**config.mk**
```make
export PLATFORM = sky130hd
export DESIGN_NAME = out_channel_reader
export DESIGN_NICKNAME = d
export VERILOG_FILES = /design/src/rtl/out_channel_reader.sv
export SDC_FILE = /design/constraint.sdc
export NUM_CORES = 2
export LEC_CHECK = 0
export BUFFER_PORTS_ARGS = -buffer_cell sky130_fd_sc_hd__clkbuf_2
export CORE_MARGIN = 1.5
export CORE_UTILIZATION = 50
export CTS_BUF_LIST = sky130_fd_sc_hd__clkbuf_8
export DETAILED_ROUTE_END_ITERATION = 10
export PLACE_DENSITY = 0.63
export SYNTH_ARGS = -nofsm -noshare
export SYNTH_HDL_FRONTEND = slang
export SYNTH_SLANG_ARGS = --single-unit
export TNS_END_PERCENT = 30
```
**constraint.sdc**
```tcl
create_clock -name clock -period 7.9 [get_ports clock]
set_input_delay 0.79 -clock clock [delete_from_list [all_inputs] [get_ports clock]]
set_output_delay 0.79 -clock clock [all_outputs]
set_load 0.005 [all_outputs]
```
**src/rtl/out_channel_reader.sv**
```systemverilog
`default_nettype none
// ============================================================================
//  Module      : out_channel_reader
//  Description : Receiving end of the program's out channel. Emitted words are
//                captured into a circular buffer of NOut entries and drained
//                in order over a valid/ready stream. Tracks stored and dropped
//                words, late writes, and completion of the program plus drain.
//  Ports       : clock/reset          - clock, synchronous active-high reset
//                out_write/out_data   - word emitted by the program
//                program_finished     - level, program reached its halt state
//                read_valid/read_data/read_ready - oldest-word output stream
//                count                - words currently buffered
//                words_accepted       - saturating count of stored words
//                overflow/late_write  - sticky error flags
//                drained              - finished and every word read
//  Revision    : 1.0 - initial release
// ============================================================================
module out_channel_reader #(
    parameter int MemoryElementWidth = 12,
    parameter int NOut               = 100,
    parameter int CountWidth         = 16
) (
    input  logic                          clock,
    input  logic                          reset,
    input  logic                          out_write,
    input  logic [MemoryElementWidth-1:0] out_data,
    input  logic                          program_finished,
    output logic                          read_valid,
    output logic [MemoryElementWidth-1:0] read_data,
    input  logic                          read_ready,
    output logic [$clog2(NOut+1)-1:0]     count,
    output logic [CountWidth-1:0]         words_accepted,
    output logic                          overflow,
    output logic                          late_write,
    output logic                          drained
);

    localparam int PTR_W = (NOut > 1) ? $clog2(NOut) : 1;
    localparam int CNT_W = $clog2(NOut + 1);
    localparam logic [PTR_W-1:0]      C_PTR_LAST = PTR_W'(NOut - 1);
    localparam logic [CNT_W-1:0]      C_CNT_FULL = CNT_W'(NOut);
    localparam logic [CountWidth-1:0] C_ACC_MAX  = {CountWidth{1'b1}};

    typedef enum logic [1:0] {
        ST_COLLECT = 2'd0,
        ST_DRAIN   = 2'd1,
        ST_DONE    = 2'd2
    } state_e;

    // Buffer storage: deliberately not reset.
    logic [MemoryElementWidth-1:0] mem_q [NOut];

    state_e                        state_q,          state_d;
    logic [PTR_W-1:0]              wr_ptr_q,         wr_ptr_d;
    logic [PTR_W-1:0]              rd_ptr_q,         rd_ptr_d;
    logic [CNT_W-1:0]              count_q,          count_d;
    logic [CountWidth-1:0]         words_accepted_q, words_accepted_d;
    logic                          overflow_q,       overflow_d;
    logic                          late_write_q,     late_write_d;
    logic                          drained_q,        drained_d;
    logic                          read_valid_q,     read_valid_d;
    logic [MemoryElementWidth-1:0] read_data_q,      read_data_d;

    logic                          w_rd_fire;
    logic                          w_collecting;
    logic                          w_wr_fire;
    logic                          w_drop;
    logic                          w_late;
    logic [MemoryElementWidth-1:0] w_head;

    function automatic logic [PTR_W-1:0] ptr_inc(input logic [PTR_W-1:0] p);
        return (p == C_PTR_LAST) ? '0 : p + PTR_W'(1);
    endfunction

    always_comb begin
        w_rd_fire    = read_valid_q & read_ready;
        // A write in the cycle program_finished first rises is already late.
        w_collecting = (state_q == ST_COLLECT) & ~program_finished;
        // A full buffer still accepts a word when a read frees a slot this cycle.
        w_wr_fire    = out_write & w_collecting & ((count_q != C_CNT_FULL) | w_rd_fire);
        w_drop       = out_write & w_collecting & ~w_wr_fire;
        w_late       = out_write & ~w_collecting;

        wr_ptr_d = w_wr_fire ? ptr_inc(wr_ptr_q) : wr_ptr_q;
        rd_ptr_d = w_rd_fire ? ptr_inc(rd_ptr_q) : rd_ptr_q;

        count_d = count_q;
        if (w_wr_fire && !w_rd_fire) begin
            count_d = count_q + CNT_W'(1);
        end else if (w_rd_fire && !w_wr_fire) begin
            count_d = count_q - CNT_W'(1);
        end

        words_accepted_d = words_accepted_q;
        if (w_wr_fire && (words_accepted_q != C_ACC_MAX)) begin
            words_accepted_d = words_accepted_q + CountWidth'(1);
        end

        overflow_d   = overflow_q   | w_drop;
        late_write_d = late_write_q | w_late;

        state_d = state_q;
        case (state_q)
            ST_COLLECT: if (program_finished) state_d = ST_DRAIN;
            ST_DRAIN:   if (count_d == '0)    state_d = ST_DONE;
            ST_DONE:    state_d = ST_DONE;
            default:    state_d = ST_COLLECT;
        endcase
        drained_d = (state_d == ST_DONE);

        // The output register is loaded with the next head word. When the head
        // is the word being written this edge it is not in memory yet, so it is
        // taken from the input directly.
        if (w_wr_fire && (rd_ptr_d == wr_ptr_q)) begin
            w_head = out_data;
        end else begin
            w_head = mem_q[rd_ptr_d];
        end
        read_valid_d = (count_d != '0);
        read_data_d  = read_valid_d ? w_head : '0;
    end

    always_ff @(posedge clock) begin
        if (w_wr_fire) begin
            mem_q[wr_ptr_q] <= out_data;
        end
    end

    always_ff @(posedge clock) begin
        if (reset) begin
            state_q          <= ST_COLLECT;
            wr_ptr_q         <= '0;
            rd_ptr_q         <= '0;
            count_q          <= '0;
            words_accepted_q <= '0;
            overflow_q       <= 1'b0;
            late_write_q     <= 1'b0;
            drained_q        <= 1'b0;
            read_valid_q     <= 1'b0;
            read_data_q      <= '0;
        end else begin
            state_q          <= state_d;
            wr_ptr_q         <= wr_ptr_d;
            rd_ptr_q         <= rd_ptr_d;
            count_q          <= count_d;
            words_accepted_q <= words_accepted_d;
            overflow_q       <= overflow_d;
            late_write_q     <= late_write_d;
            drained_q        <= drained_d;
            read_valid_q     <= read_valid_d;
            read_data_q      <= read_data_d;
        end
    end

    assign read_valid     = read_valid_q;
    assign read_data      = read_data_q;
    assign count          = count_q;
    assign words_accepted = words_accepted_q;
    assign overflow       = overflow_q;
    assign late_write     = late_write_q;
    assign drained        = drained_q;

endmodule
`default_nettype wire

```
==> results.toml <==
[timing]
slew_viol_final = 0
rsz0062_at_grt = "false"
slew_headroom = 0.0782
finClkSkew_ns = 0.0628
fin_tns_setup_ns = 0
tightest_slew_ns = 1.37
setup_slack_ns = 2.45
layout_min_cycle_time_ns = 5.45
setup_viol = 0
fmax_ghz = 0.183
hold_viol = 0
min_period_over_period = 0.690

[clock_tree]
cts_resized = 0
hold_buffers = 0
cts_buffer_depth = 3
clock_sinks = 1255
clk_latency_ns = 0.89
cts_setup_buffers = 0
cts_buffers = 199
root_buffer = "clkbuf_8"
htreeDepth = 4
clkSlewWorstSetupHoldPaths_ns = 0.06
cts_tree = "yes"

[cells_and_area]
drive_above_1_share = 0.141
nets = 3773
mostFrequentLayoutCell = "edfxtp_1"
stdcell_area_um2 = 56300
nFillCells = 8014
mostFrequentLayoutCells = "edfxtp_1, nand2_1, nand3_1, clkbuf_8, nor2_1"
final_cells = 5214
synthToLayoutAreaGrowth_pct = 11.5

[grt]
grt_pass1_wl_um = 222000
grt_pass1_vias = 31273
gr-usage-all-layers = 0.302
grt_antenna_before_repair = 4
grt_overflow = 0
grt_max_degree = 105

[critical_path]
worst_path_max_delay_cell = "nor2_4"
path_buf_inv = 1
endpoint_kind = "flip-flop"
path_class = "flip-flop to flip-flop"
critical_path.top_delay_family = "simple AND/OR/NAND/NOR gates"
cp.required_ns = 8.62
cp_cell_sequence = "ha_1 -> nand3_2 -> nand2_1 -> nand2_4 -> nor2_4 -> buf_4 -> nand3_1 -> nand3_1 -> a31oi_1 -> nor4_1 -> o31ai_1"
cp_max_fo = 42
cp.arrival_ns = 6.17
startpoint_type = "flip-flop"
slowest_delay_ns = 0.92
crit_top_cell = "nand3_1"

[placement]
place_congestion = 0.970
hpwl_um = 93000
dp_cells = 4846
placed_area_um2 = 52500
dp_slack_ns = 2.70
port-buffer-count = 55

[floorplanning]
die-height_um = 321
ios = 56
die_w_um = 321
initial_core_util = 0.505
rows = 116
fp.dieArea_um2 = 103000
core_um2 = 100000

[yosys]
synthDistinctLibCells = 88
async_flop_share = 0
synth_edf_count = 1200
synth_nets = 3603
yosysSeqAreaShare = 0.736
syn_area_per_cell_um2 = 14.1
ys_ff_latch = 1255
synth_ff_type = "edfxtp_1"
syn_inst = 3581
synth_warnings = 0
syn_area_um2 = 50500

[pwr]
power_frac_comb = 0.173
p_sw_mw = 4.56
pwr-share-clk = 0.340
switching_share = 0.297
p_per_area_nw_per_um2 = 273
seqPwrFrac = 0.487
internal_power_mw = 10.8
p_leak_nw = 19.1
vdd_ir_drop_max_v = 0.000180

[drt]
antenna_left = 0
route.detailed.wl_per_inst_um = 29.7
drc = 0
wirelength_um = 155000
vias_per_cell = 6.37
drtIter0Drc = 5090
routed-via-count = 33219
drt_first_pass_iters = 6

[outcome]
status = "complete, no violations"

[run]
cap_violations = 0

[hold_path]
hold_class = "input pin to flip-flop"
[per-stage QoR]
stage / total power, mW / hold slack (ns) / util
finish: 15.3 / 0.173 / 0.563
global route: 15.8 / 0.175 / 0.563
CTS: 15.3 / 0.110 / 0.562
detailed placement: 10.2 / 0.465 / 0.525
global placement: 10.2 / 0.454 / 0.525
floorplan: 9.24 / 0.460 / -
[cells in the mapped netlist (44+ instances only)]
library cell / n / area [µm²]
mux2i_1: 115 / 1150
and3_1: 73 / 457
edfxtp_1: 1200 / 36000
a31oi_1: 95 / 594
dfxtp_1: 55 / 1100
a211oi_1: 64 / 480
buf_2: 88 / 440
nand3_1: 267 / 1340
nor2_1: 180 / 676
nand4_1: 44 / 275
a21oi_1: 90 / 450
clkbuf_1: 73 / 274
nand2_1: 755 / 2830
[metal layers]
layer / global-route usage / part of all wire / vias up
met5: 0 / 0.000058 / -
met4: 0.126 / 0.041 / 2
met3: 0.0790 / 0.12 / 341
met2: 0.435 / 0.44 / 2251
met1: 0.437 / 0.40 / 16617
li1: - / - / 14008
[area by class of cell]
class                   instances  area, µm²  area share
flip-flops and latches       1255      37100       0.660
multi-input cells            2096      12300       0.219
clock buffers                 212       2920      0.0519
well taps                    1298       1620      0.0289
repair buffers                194       1430      0.0254
clock inverters               152        803      0.0143
inverters                       5       18.8    0.000334
diodes                          2       5.00   0.0000890
[kinds of logic after synthesis]
family	count (synthesis)	share of synthesized area
XOR/XNOR	30	0.00521
multiplexers	168	0.0440
AND/OR/NAND/NOR	1414	0.124
AO/OA/AOI/OAI	479	0.0669
flip-flops	1255	0.736
buffers and inverters	230	0.0232
adder cells (fa/ha/maj)	5	0.00124
[registers in the layout, indices dropped and copies added, names as in the netlist]
register        flops
drained             1
wr_ptr_q            7
rd_ptr_q            7
state_q             2
read_data          12
words_accepted     16
read_valid          1
mem_q            1200
overflow            1
late_write          1
count               7
[tightest hold or removal path, stage by stage]
cell and delay [ns]:
clkbuf_2 0.10, a21oi_1 0.06, nor2_1 0.07
[power groups by stage]
stage               Clock, mW  Combinational (mW)  Sequential (mW)
finish                   5.21                2.66             7.46
global route             5.55                2.82             7.46
CTS                      5.26                2.61             7.46
detailed placement          0                2.60             7.60
global placement            0                2.59             7.60
floorplan                   0                1.70             7.53
[final timing paths]
path                    start  slack [ns]            to  cells past startpoint
setup / recovery  rd_ptr_q[0]        2.45  read_data[2]                     11
setup reg to reg  rd_ptr_q[0]        2.45  read_data[2]                     11
hold reg to reg      overflow        0.48      overflow                      2
hold / removal      out_write        0.17    late_write                      3
Note: power is estimated with default switching activity, not from simulation.
